$ cat config.mk
export PLATFORM = sky130hd
export DESIGN_NAME = hazard_scoreboard
export DESIGN_NICKNAME = d
export VERILOG_FILES = /design/src/rtl/hazard_pkg.sv /design/src/rtl/src_forward_select.sv /design/src/rtl/hazard_scoreboard.sv
export SDC_FILE = /design/constraint.sdc
export NUM_CORES = 1
export LEC_CHECK = 0
export CORE_ASPECT_RATIO = 1.75
export CORE_UTILIZATION = 30
export CTS_BUF_LIST = sky130_fd_sc_hd__clkbuf_4
export DETAILED_ROUTE_END_ITERATION = 16
export PLACE_DENSITY = 0.54
export SYNTH_ARGS = -nofsm -noshare
export SYNTH_HDL_FRONTEND = slang
export SYNTH_SLANG_ARGS = --single-unit
$ cat constraint.sdc
create_clock -name clk -period 2.52 [get_ports clk]
set_clock_uncertainty 0.2 [all_clocks]
set_input_delay 0.504 -clock clk [delete_from_list [all_inputs] [get_ports clk]]
set_output_delay 0.504 -clock clk [all_outputs]
set_load 0.02 [all_outputs]
$ cat src/rtl/hazard_pkg.sv
// Shared types and helpers for the hazard/forwarding unit.
package hazard_pkg;

  // Widest register address a scoreboard entry can carry; narrower
  // addresses are zero-extended into it.
  localparam int MAX_REG_AW = 8;

  // Forward code meaning "take the operand from the register file".
  localparam int FWD_RF = 0;

  typedef logic [MAX_REG_AW-1:0] sb_rd_t;

  // One in-flight instruction tracked after decode.
  typedef struct packed {
    logic   valid;
    sb_rd_t rd;
    logic   we;
    logic   is_load;
  } sb_entry_t;

  // Width of a forward select able to encode 0 (regfile) .. depth.
  function automatic int fwd_width(input int depth);
    return $clog2(depth + 1);
  endfunction

endpackage

$ cat src/rtl/src_forward_select.sv
// Per-source operand match: finds the youngest in-flight writer of one
// source register, encodes its forward select and flags a load-use hazard
// when that writer is a load whose data is not yet forwardable.
module src_forward_select
  import hazard_pkg::*;
#(
  parameter int DEPTH      = 3,
  parameter int LOAD_AVAIL = 2,
  parameter int REG_AW     = 4,
  parameter int FW         = 2
) (
  input  sb_entry_t [DEPTH-1:0] entries,
  input  logic [REG_AW-1:0]     src,
  input  logic                  use_src,
  output logic [FW-1:0]         fwd,
  output logic                  hazard
);

  logic [DEPTH-1:0] match;

  genvar gi;
  generate
    for (gi = 0; gi < DEPTH; gi++) begin : g_match
      assign match[gi] = entries[gi].valid & entries[gi].we & use_src &
                         (entries[gi].rd == sb_rd_t'(src));
    end
  endgenerate

  // Scan oldest to youngest so the lowest matching index is the one kept.
  always_comb begin
    fwd    = FW'(FWD_RF);
    hazard = 1'b0;
    for (int i = DEPTH - 1; i >= 0; i--) begin
      if (match[i]) begin
        fwd    = FW'(i + 1);
        hazard = entries[i].is_load && (i < LOAD_AVAIL);
      end
    end
  end

endmodule

$ cat src/rtl/hazard_scoreboard.sv
// Hazard and forwarding unit: a shift-register scoreboard of in-flight
// destinations drives fetch stall, decode flush, execute bubble and
// per-source forward selects, plus saturating stall/flush counters.
module hazard_scoreboard
  import hazard_pkg::*;
#(
  parameter int NUM_REGS   = 16,
  parameter int REG_AW     = $clog2(NUM_REGS),
  parameter int DEPTH      = 3,
  parameter int LOAD_AVAIL = 2,
  parameter int CNT_W      = 16,
  parameter int FW         = fwd_width(DEPTH)
) (
  input  logic                clk,
  input  logic                reset,
  input  logic                dec_valid,
  input  logic [REG_AW-1:0]   dec_rs1,
  input  logic [REG_AW-1:0]   dec_rs2,
  input  logic                dec_use_rs1,
  input  logic                dec_use_rs2,
  input  logic [REG_AW-1:0]   dec_rd,
  input  logic                dec_we,
  input  logic                dec_is_load,
  input  logic                branch_taken,
  output logic                stall_f,
  output logic                flush_d,
  output logic                bubble_e,
  output logic [FW-1:0]       fwd_a,
  output logic [FW-1:0]       fwd_b,
  output logic [NUM_REGS-1:0] busy,
  output logic [CNT_W-1:0]    stall_cnt,
  output logic [CNT_W-1:0]    flush_cnt
);

  sb_entry_t [DEPTH-1:0] sb_reg;
  sb_entry_t             new_entry;
  logic                  hazard_a;
  logic                  hazard_b;
  logic                  hazard;
  logic                  issue;

  src_forward_select #(
    .DEPTH(DEPTH), .LOAD_AVAIL(LOAD_AVAIL), .REG_AW(REG_AW), .FW(FW)
  ) u_sel_a (
    .entries(sb_reg), .src(dec_rs1), .use_src(dec_use_rs1),
    .fwd(fwd_a), .hazard(hazard_a)
  );

  src_forward_select #(
    .DEPTH(DEPTH), .LOAD_AVAIL(LOAD_AVAIL), .REG_AW(REG_AW), .FW(FW)
  ) u_sel_b (
    .entries(sb_reg), .src(dec_rs2), .use_src(dec_use_rs2),
    .fwd(fwd_b), .hazard(hazard_b)
  );

  assign hazard = hazard_a | hazard_b;

  // Pipeline control: a taken branch overrides any pending load-use stall.
  always_comb begin
    stall_f  = 1'b0;
    flush_d  = 1'b0;
    bubble_e = 1'b0;
    if (branch_taken) begin
      flush_d  = 1'b1;
      bubble_e = 1'b1;
    end else if (hazard && dec_valid) begin
      stall_f  = 1'b1;
      bubble_e = 1'b1;
    end
  end

  assign issue = dec_valid & ~stall_f & ~branch_taken;

  // Entry entering execute: decode fields on issue, otherwise a bubble.
  always_comb begin
    new_entry = '0;
    if (issue) begin
      new_entry.valid   = 1'b1;
      new_entry.rd      = sb_rd_t'(dec_rd);
      new_entry.we      = dec_we;
      new_entry.is_load = dec_is_load;
    end
  end

  // Scoreboard shift toward writeback; the oldest entry falls off.
  always_ff @(posedge clk or negedge reset) begin
    if (!reset) begin
      sb_reg <= '0;
    end else begin
      sb_reg[0] <= new_entry;
      for (int i = 1; i < DEPTH; i++) begin
        sb_reg[i] <= sb_reg[i-1];
      end
    end
  end

  // Pending-write bitmap derived from the registered scoreboard.
  always_comb begin
    busy = '0;
    for (int i = 0; i < DEPTH; i++) begin
      if (sb_reg[i].valid && sb_reg[i].we) begin
        busy[sb_reg[i].rd[REG_AW-1:0]] = 1'b1;
      end
    end
  end

  // Saturating event counters for stall and flush cycles.
  always_ff @(posedge clk or negedge reset) begin
    if (!reset) begin
      stall_cnt <= '0;
      flush_cnt <= '0;
    end else begin
      if (stall_f && (stall_cnt != '1)) stall_cnt <= stall_cnt + 1'b1;
      if (flush_d && (flush_cnt != '1)) flush_cnt <= flush_cnt + 1'b1;
    end
  end

endmodule

; Yosys cells after proc, flatten, opt, wreduce, memory -nomap -nowiden
; Cells that the tools add are included.
; W data, S select, Z words.
[op_classes]
reduce_logical = 9
muxes = 24
bitwise = 22
addsub = 2
n_eq_ne = 8
n_lt_le_gt_ge = 6
[op_table]
columns = op, n
row1 = $eq A8 B4 Y1, 6
row2 = $mux W16, 3
row3 = $add A16 B1 Y16 const B, 2
row4 = $ne A16 B16 Y1 const B, 2
row5 = $or A16 B16 Y16, 2
row6 = $and A1 B1 Y1, 17
row7 = $lt A4 B5 Y1 const B, 3
row8 = $demux W1 S4, 3
row9 = $ge A4 B1 Y1 const B, 3
row10 = $mux W2, 6
row11 = $mux W1, 11
row12 = $mux W11, 1
row13 = $logic_and A1 B1 Y1, 9
row14 = $not A1 Y1, 2
row15 = $or A1 B1 Y1, 1
[word_totals]
in_bits = 20
out_inout_bits = 55
word_cells = 84
register_bits = 64

; Longest topological paths before layout
; Gate-level depths: netlist (run 1).
[depth]
depth_word = 13
ltp_mapped = 9
ltp_nobuf = 7

; Modules after synthesis
; From an unflattened synthesis (run 1), not the netlist that was laid out.
[hier_totals]
cells_unflattened = 317
area_unflattened_um2 = 3030.4
[by_module_without_submodules]
columns = module, cells_per_inst, n_inst, area_per_inst_um2
row1 = hazard_scoreboard, 257, 1, 2580.0
row2 = src_forward_select, 30, 2, 225.2

; Least setup slack after synthesis (run 1)
; Ideal clock, no wire load.
[synth_timing]
path_type = in2out
start = input dec_rs2[1]
end = output bubble_e
required_time_ns = 1.816
path_buffers = 1
cell_stages = 6
slack_ns = -0.052
arrival_time_ns = 1.868
cell_sequence = xor2_1 nor4_4 a22oi_1 o21a_4 clkbuf_1 o21bai_1
[synth_via]
elab_chain_len = 8
[synth_rtl]
columns = item, line
row1 = from (decl), hazard_scoreboard.sv:18  ; input logic [REG_AW-1:0] dec_rs2,
row2 = $eq A8 B4 Y1, src_forward_select.sv:25  ; (entries[gi].rd == sb_rd_t'(src));
row3 = $and A1 B1 Y1, src_forward_select.sv:24  ; assign match[gi] = entries[gi].valid & entries[gi].we & use_src &
row4 = $mux W1, src_forward_select.sv:34  ; if (match[i]) begin
row5 = $mux W1 *, src_forward_select.sv:34
row6 = $or A1 B1 Y1 *, hazard_scoreboard.sv:56  ; assign hazard = hazard_a | hazard_b;
row7 = $logic_and A1 B1 Y1 *, hazard_scoreboard.sv:66  ; end else if (hazard && dec_valid) begin
row8 = $mux W1 *, hazard_scoreboard.sv:66
row9 = $mux W1 *, hazard_scoreboard.sv:63  ; if (branch_taken) begin
row10 = to (decl), hazard_scoreboard.sv:27  ; output logic bubble_e,
; Mark *: on every way between the ends. The rest lies on a longest branch, timed or not.

; Worst setup path after layout (run 1)
[layout_timing]
start = input dec_rs1[2]
end = output bubble_e
[layout_via]
elab_chain_len = 8
[layout_rtl]
columns = item, line
row1 = from (decl), hazard_scoreboard.sv:17  ; input logic [REG_AW-1:0] dec_rs1,
row2 = $eq A8 B4 Y1, src_forward_select.sv:25
row3 = $and A1 B1 Y1, src_forward_select.sv:24
row4 = $mux W1, src_forward_select.sv:34
row5 = $mux W1 *, src_forward_select.sv:34
row6 = $or A1 B1 Y1 *, hazard_scoreboard.sv:56
row7 = $logic_and A1 B1 Y1 *, hazard_scoreboard.sv:66
row8 = $mux W1 *, hazard_scoreboard.sv:66
row9 = $mux W1 *, hazard_scoreboard.sv:63
; Marks and branches as above.

==> impl_results.md, run 1 <==
- Layout cells sized above 1: 0.330
- Adder-Cell Fraction of Synth Area: 0.00836
- H-tree levels: 2
- Vias in the first global route: 2777
- Ys async rst share: 1.00
- Initial DRC count: 88
- Routed Wire Length: slightly below 9000 um
- Final setup fails: 7
- Number of port buffers: 74
- Area Overhead vs Synth: 52.0%
- Setup crit end kind: primary output
- Layout Nets: 448
- Antenna Nets Post-Route: 0
- Starting Density: 0.312
- GP Congestion: around 0.88
- Total clock sinks: 52
- CP required: approximately 1.8 ns
- Mux cell area share after synthesis: 0.00752
- Crit-path max FO: 3
- Simple-Gate Fraction of Synth Area: 0.296
- DR vias/cell: between 5 and 6
- Int Power: 1.24 mW
- Grt total ovfl: 0
- Sequential cell fraction of total power: 0.534
- Crit-path leading delay family: buffers and inverters
- Worst Hold Class: reg -> reg
- Residual DRC: 0
- Outcome: finished with violations
- TritonCTS clock tree: done
- Logic pwr share: 0.244
- Seq/Total Area, Yosys: 0.435
- Root Driver: clkbuf_4
- Distinct cells, synth: 40
- Synth Area in Compound Gates: 0.0723
- First-pass GRT wire length: ~14000 um
- Setup WS pre-CTS: -0.806 ns
- DP Area: 4140 um2
- Post-synth EDFFs: 0
- RSZ-0062 raised after global routing: yes
- Fill count: approximately 940
- Worst setup SP type: input pin
- Max clock buf depth: 2
- Crit share post-route: 1.10
- Clock transition at path regs: ~0.16 ns
- Switching part of the total: 0.325
- Initial antenna violation count: 1
- Hold Fails Final Rpt: 0
- IO Count: 75
- DR WL/cell: 15.8 um
- Crit-path slowest cell: clkdlybuf4s50_1
- Final WS setup: -0.260 ns
- Max incr delay on CP: 0.44 ns
- Post-DP HPWL: 6720 um
- Syn nets: between 300 and 400
- Worst-skew pair later-pin latency: 0.39 ns
- Num CTS Buffers: 5
- Overall routing resource usage: 0.168
- Hold depth: 0
- Most frequent cells in the layout: 48 x nand2_1, 47 x buf_4, 45 x dfrtp_1
- Worst IR Drop VDD: 0.499 mV
- Mean Syn Cell Area: 9.78 um2
- Failing checks: setup timing
- Final instance area: 4550 um2
- DIE WIDTH: about 78 um
- Worst path bufs/invs: 2
- Die footprint: ~10000 um2
- Worst-Margin Slew: 0.680 ns
- Leakage: between 2 and 2.5 nW
- Largest family of logic cells by synthesized area: simple AND/OR/NAND/NOR gates
- Max Clk Rate: 360 MHz
- CP Class: in -> out
- Vias: 2771
- WP depth: 7
- CP cell instances: clkdlybuf4s50_1, xor2_1, nor4_4, a22oi_2, o21a_4, o21bai_4, buf_6
- Slew Limit Fails: 0
- Sw Pwr: 597 uW
- Flops & latches, synth: 52
- Largest net degree at the start of global routing: 25
- Rel. slew slack: 0.546
- Most common cell after layout, fill and taps aside: nand2_1
- CORE AREA: ~9600 um2
- Pwr Density: 403 nW/um2
- Max-Cap Viols: 0
- Number of cell rows: 47
- Synth Area in XOR/XNOR: 0.155
- Worst Reg-to-Reg Cells: 9
- Cell Area, Synth: 2990 um2
- Post-synthesis instance total: 306
- Die H: 134 um
- Yosys warning count: 0
- WP data arrival: 2.08 ns
- Fin crit period: 2.78 ns
- Hold_ws: 0.193 ns
- Max FFs per register: 20
- Most common flop cell mapped by yosys: dfrtp_1
- DRT Pass-1 Iters: 6
- Clock power frac: 0.221
-- per-stage QoR --
step | cells | power [mW] | utilization | TNS (ns)
3_5_place_dp | 534 | 1.42 | 0.432 | -12.16
3_3_place_gp | 534 | 1.41 | 0.432 | -11.87
2_1_floorplan | 306 | 1.19 | - | -0.00671
5_1_grt | 550 | 1.93 | 0.475 | -2.08
4_1_cts | 547 | 1.85 | 0.447 | -1.45
6_report | 550 | 1.83 | 0.475 | -1.24
-- cells in the mapped netlist, types with 4 or more instances --
master    number  area share
dfrtp_1       52        0.43
nand3_1       22       0.037
a32oi_1        5       0.015
clkbuf_1       4      0.0050
xnor2_1       20       0.059
nor3b_1        4       0.010
xor2_1        33       0.097
nand2_1       49       0.061
and3_1        12       0.025
nand4_1        8       0.017
a22oi_1       11       0.028
and4_1         5       0.015
inv_1          4      0.0050
nor3_1        10       0.017
nor2_1        17       0.021
nor2b_1        8       0.017
-- area by class of cell --
type,count,area [um2],share of cell area
multi-input combinational,240,1900,0.417
sequential,52,1310,0.288
timing repair buffer,123,1110,0.244
tap,122,153,0.0335
clock buffer,5,37.5,0.00825
clock inverter,3,25.0,0.00550
inverter,4,15.0,0.00330
antenna,1,2.50,0.000550
-- power groups by stage --
stage               logic, mW  registers, mW  clock network (mW)
global route            0.482          0.991               0.462
floorplan               0.148           1.04                   0
global placement        0.417          0.995                   0
detailed placement      0.421          0.995                   0
finish                  0.448          0.979               0.406
CTS                     0.436          0.980               0.433
-- worst reg2reg max path, delay by kind of cell, from the launching register on --
kind	cells	cell delay (ns)
buf+inv	2	0.30
compound gates	2	0.35
flops	1	0.48
simple gates	3	0.57
xor+xnor	1	0.14
mux	1	0.34
-- routing by layer --
metal	GRT usage	routed length, um	share of wire
met5	0	0	0
met4	0.0943	399	0.046
met3	0.0245	362	0.042
met2	0.326	4820	0.56
met1	0.166	3090	0.36
-- worst paths after layout --
check | start | end | slack [ns]
worst max-delay path | dec_rs1[2] | bubble_e | -0.26
worst min register to register | sb_reg[10] | sb_reg[21] | 0.19
worst max register to register | sb_reg[15] | stall_cnt[12] | 0.04
worst min-delay path | sb_reg[10] | sb_reg[21] | 0.19
max in group asynchronous | reset | sb_reg[15] | 1.06
min in group asynchronous | reset | flush_cnt[2] | 0.41
-- kinds of logic after synthesis --
family          count (synthesis)
compound gates                 27
mux                             2
flops                          52
xor+xnor                       53
buf+inv                        14
simple gates                  156
fa+ha+maj                       2
-- what timing repair did --
item / CTS / global route
endpoints found under the hold margin: 22 / 0
resized for setup: 126 / 75
pin swaps: 12 / 38
endpoints found under the setup margin: 25 / 34
buffers inserted: 4 / 6
hold buffers: 1 / 0
Note: power is estimated with default switching activity, not from simulation.
==> run 2, diff against run 1 <==
--- a/config.mk
+++ b/config.mk
@@ -10,6 +10,7 @@
 export CTS_BUF_LIST = sky130_fd_sc_hd__clkbuf_4
 export DETAILED_ROUTE_END_ITERATION = 16
 export PLACE_DENSITY = 0.54
+export SKIP_CTS_REPAIR_TIMING = 1
 export SYNTH_ARGS = -nofsm -noshare
 export SYNTH_HDL_FRONTEND = slang
 export SYNTH_SLANG_ARGS = --single-unit
==> run 2 against run 1 <==
Net effect: the run still ends with setup timing left; worst hold slack worse by 0.00089 ns; critical path depth up 1; final area up 0.38%; register-to-register slack worse by 0.06 ns; worst setup slack worse by 0.011 ns; combinational power about the same.
==> impl_results.md, run 2 (synthesis results as in run 1) <==
- Hold Fails Final Rpt: 0
- Outcome: finished with violations
- Antenna Nets Post-Route: 0
- Largest net degree at the start of global routing: 25
- DIE WIDTH: 77.5 um
- Hold_ws: ~0.19 ns
- GP Congestion: between 0.8 and 0.9
- Number of port buffers: 74
- DR vias/cell: 5.00
- IO Count: between 70 and 80
- Max Clk Rate: 358 MHz
- CP required: 1.82 ns
- Layout cells sized above 1: 0.330
- Crit share post-route: 1.11
- H-tree levels: 2
- Root Driver: clkbuf_4
- Vias: around 2800
- First-pass GRT wire length: between 10000 and 15000 um
- Clock transition at path regs: around 0.15 ns
- Worst R2R Setup Slack: -0.02 ns
- CORE AREA: ~9600 um2
- Vias in the first global route: 2696
- Pwr Density: 402 nW/um2
- Util after Layout: 0.477
- Routed Wire Length: 8790 um
- Number of cell rows: 47
- Grt total ovfl: 0
- Post-DP HPWL: between 6000 and 7000 um
- Failing checks: setup timing
- Crit-path max FO: 3
- Worst setup SP type: flip-flop
- Worst IR Drop VDD: 0.497 mV
- DRT Pass-1 Iters: 4
- Final setup fails: 7
- # placed instances: roughly 530
- TritonCTS clock tree: done
- Overall routing resource usage: 0.166
- Rel. slew slack: 0.546
- Fin cells: 550
- Initial DRC count: 80
- RSZ-0062 raised after global routing: yes
- Starting Density: 0.312
- Fill count: 931
- Max-Cap Viols: 0
- Setup crit end kind: primary output
- Final WS setup: -0.270 ns
- CP Class: reg -> out
- Residual DRC: 0
- Area Overhead vs Synth: 52.6%
- Die footprint: 10400 um2
- Final instance area: around 4600 um2
- Layout Nets: roughly 450
- Worst-Margin Slew: 0.681 ns
- Leakage: 2.22 nW
- Most frequent cells in the layout: 47 x nand2_1, 47 x dfrtp_1, 45 x buf_4
- TNS Setup: -1.30 ns
- DP Area: about 4100 um2
- Max clock buf depth: 2
- WP data arrival: 2.09 ns
- Fin crit period: 2.79 ns
- Max FFs per register: 20
- Die H: 134 um
- Worst-skew pair later-pin latency: 0.39 ns
- Total clock sinks: 52
- Initial antenna violation count: 1
- Worst Hold Class: reg -> reg
- DR WL/cell: 16.0 um
- Slew Limit Fails: 0
- Num CTS Buffers: 5
==> run 2: cell types whose count changed in the layout (fill, tap and decap cells not counted), sizes merged <==
cell and delta:
dlymetal6s2s +7, clkbuf +6, dlygate4sd2 -6, buf -7
==> run 2: power breakdown <==
part / internal [mW] / leakage, nW / switching (mW)
Clock: 0.116 / 0.0322 / 0.289
Sequential: 0.897 / 0.686 / 0.0836
Combinational: 0.225 / 1.50 / 0.225
==> run 2: worst paths after layout <==
kind	start	to	cells after the start
max reg2reg	sb_reg[15]	stall_cnt[12]	10
max	sb_reg[15]	bubble_e	8
max in group asynchronous	reset	sb_reg[5]	3
min reg2reg	sb_reg[10]	sb_reg[21]	0
min in group asynchronous	reset	flush_cnt[2]	2
min	sb_reg[10]	sb_reg[21]	0
==> run 2: per-stage QoR <==
| step | power (mW) | setup slack [ns] |
|---|---|---|
| 2_1_floorplan | 1.19 | -0.00671 |
| 3_5_place_dp | 1.42 | -0.806 |
| 5_1_grt | 1.94 | -0.378 |
| 3_3_place_gp | 1.41 | -0.782 |
| 4_1_cts | 1.84 | -0.830 |
| 6_report | 1.84 | -0.270 |
==> run 2: critical path, cell delays in order (launching register included) <==
cell and delay [ns]:
dfrtp_1 0.42, buf_6 0.13, xnor2_2 0.12, nand2_2 0.08
nor4_4 0.33, a22oi_2 0.13, o21a_4 0.24, o21bai_4 0.12
buf_6 0.13
==> run 2: area by class of cell <==
class | instances | area [um2] | share of cell area
clock buffer | 5 | 37.5 | 0.00821
sequential | 52 | 1310 | 0.286
tap | 122 | 153 | 0.0334
inverter | 4 | 15.0 | 0.00329
clock inverter | 3 | 25.0 | 0.00548
antenna | 1 | 2.50 | 0.000548
multi-input combinational | 240 | 1900 | 0.416
timing repair buffer | 123 | 1130 | 0.247
==> run 2: layer usage <==
layer / GRT usage / routed length (um)
met4: 0.0912 / 286
met1: 0.167 / 3170
met3: 0.0238 / 319
met2: 0.318 / 5020
met5: 0 / 0
==> run 3, diff against run 2 <==
--- a/config.mk
+++ b/config.mk
@@ -7,7 +7,6 @@
 export LEC_CHECK = 0
 export CORE_ASPECT_RATIO = 1.75
 export CORE_UTILIZATION = 30
-export CTS_BUF_LIST = sky130_fd_sc_hd__clkbuf_4
 export DETAILED_ROUTE_END_ITERATION = 16
 export PLACE_DENSITY = 0.54
 export SKIP_CTS_REPAIR_TIMING = 1
==> run 3 against run 2 <==
Net effect: the flow finishes with violations (hold timing, setup timing); via count fell by 1.9%; die area did not move; sequential share of layout area rose by 0.43 points; clock power rose by 72%; worst setup slack improved by 0.12 ns; critical path type unchanged; critical endpoint unchanged; largest cell class unchanged.
==> impl_results.md, run 3 (synthesis results as in run 1) <==
- Outcome: finished with violations
- Failing checks: hold timing, setup timing
- Initial antenna violation count: 0
- Starting Density: 0.312
- Worst setup SP type: flip-flop
- Hold_ws: -0.00469 ns
- Worst IR Drop VDD: 0.444 mV
- Die footprint: between 10000 and 15000 um2
- Die H: between 100 and 150 um
- Setup crit end kind: primary output
- Clock transition at path regs: approximately 0.07 ns
- DR WL/cell: 15.6 um
- Root Driver: clkbuf_16
- Initial DRC count: 88
- Vias in the first global route: about 2700
- Num CTS Buffers: 5
- TritonCTS clock tree: done
- Fin crit period: 2.67 ns
- Area Overhead vs Synth: 50.2%
- Vias: 2698
- Max Clk Rate: 374 MHz
- CP Class: reg -> out
- DR vias/cell: 4.98
- Crit share post-route: 1.06
- Max-Cap Viols: 0
- Crit-path max FO: 3
- GP Congestion: a little under 0.9
- CP cell instances: xnor2_2, nand2_2, nor4_4, a22oi_2, o21a_4, o21bai_2, buf_2
- Slew Limit Fails: 0
- WP data arrival: 1.97 ns
- CP required: roughly 1.8 ns
- Tot Pwr: 2.11 mW
- Hold Fails Final Rpt: 3
- Fin cells: roughly 540
- Overall routing resource usage: 0.167
- Rel. slew slack: 0.615
- Worst-Margin Slew: 0.578 ns
- Largest net degree at the start of global routing: 25
- Worst-skew pair later-pin latency: 0.30 ns
- Number of cell rows: 47
- Worst Hold Class: in -> async
- Layout Nets: 441
- Reg-to-Reg Start: sb_reg[15]
- Max clock buf depth: 2
- DRT Pass-1 Iters: 4
- Max FFs per register: 20
- Final setup fails: 6
- Pwr Density: 468 nW/um2
- Grt total ovfl: 0
- IO Count: 75
- Residual DRC: 0
- CORE AREA: 9590 um2
- Final WS setup: -0.153 ns
- Antenna Nets Post-Route: 0
- H-tree levels: 2
- Routed Wire Length: roughly 8400 um
- Number of port buffers: between 70 and 80
- RSZ-0062 raised after global routing: yes
- # placed instances: 534
- N_diodes: 0
- Max incr delay on CP: 0.46 ns
- Post-DP HPWL: 6720 um
- Layout cells sized above 1: 0.252
- Most common cell after layout, fill and taps aside: dfrtp_1
- CP Launch Point: sb_reg[15]
- Crit-path slowest cell: dfrtp_2
- Worst path bufs/invs: 1
- Total clock sinks: 52
- Crit-path leading delay family: flip-flops
- First-pass GRT wire length: 13400 um
- Leakage: between 2 and 2.5 nW
- Most frequent cells in the layout: 48 x dfrtp_1, 47 x nand2_1, 42 x buf_4
- DIE WIDTH: approximately 78 um
run 3: cell types whose count changed in the layout (fill, tap and decap cells not counted), moves of 4 or more:
cell | previous run | this run
a22oi_1 | 3 | 9
a22oi_2 | 8 | 2
buf_6 | 13 | 3
clkbuf_16 | 1 | 5
clkbuf_2 | 6 | 1
clkbuf_4 | 5 | 0
dlymetal6s2s_1 | 8 | 25
nor2_4 | 4 | 0
run 3: final timing paths:
| check | cells after the start | slack (ns) | to |
|---|---|---|---|
| min in group clk | 0 | 0.17 | sb_reg[21] |
| max in group asynchronous | 2 | 1.47 | sb_reg[15] |
| worst min register to register | 0 | 0.17 | sb_reg[21] |
| worst max-delay path | 7 | -0.15 | bubble_e |
| worst max register to register | 8 | 0.04 | stall_cnt[12] |
| worst min-delay path | 1 | -0.005 | flush_cnt[2] |
run 3: routing by layer:
metal / track usage / vias to the layer above / wire length (um) / part of all wire
met5: 0 / - / 0 / 0
met4: 0.0943 / 0 / 286 / 0.034
met3: 0.0259 / 19 / 283 / 0.034
met2: 0.321 / 77 / 4810 / 0.57
met1: 0.166 / 1308 / 3060 / 0.36
li1: - / 1294 / - / -
run 3: per-stage QoR:
step / cell area, um2 / setup slack (ns) / util / setup TNS, ns
global route: 4500 / -0.278 / 0.469 / -1.24
detailed placement: 4140 / -0.806 / 0.432 / -12.16
floorplan: 3000 / -0.00671 / - / -0.00671
CTS: 4290 / -0.830 / 0.447 / -10.57
finish: 4500 / -0.153 / 0.469 / -0.465
global placement: 4140 / -0.782 / 0.432 / -11.87
run 3: power by group:
part | switching (mW) | internal [mW] | total, mW
logic | 0.215 | 0.215 | 0.429
registers | 0.0829 | 0.897 | 0.980
clock network | 0.321 | 0.376 | 0.696
run 3: final cells by class:
class	count	area, um2
clock buffer	5	125
clock inverter	3	25.0
timing repair buffer	116	1110
tap	122	153
fill	953	5090
multi-input combinational	240	1760
inverter	4	15.0
sequential	52	1310
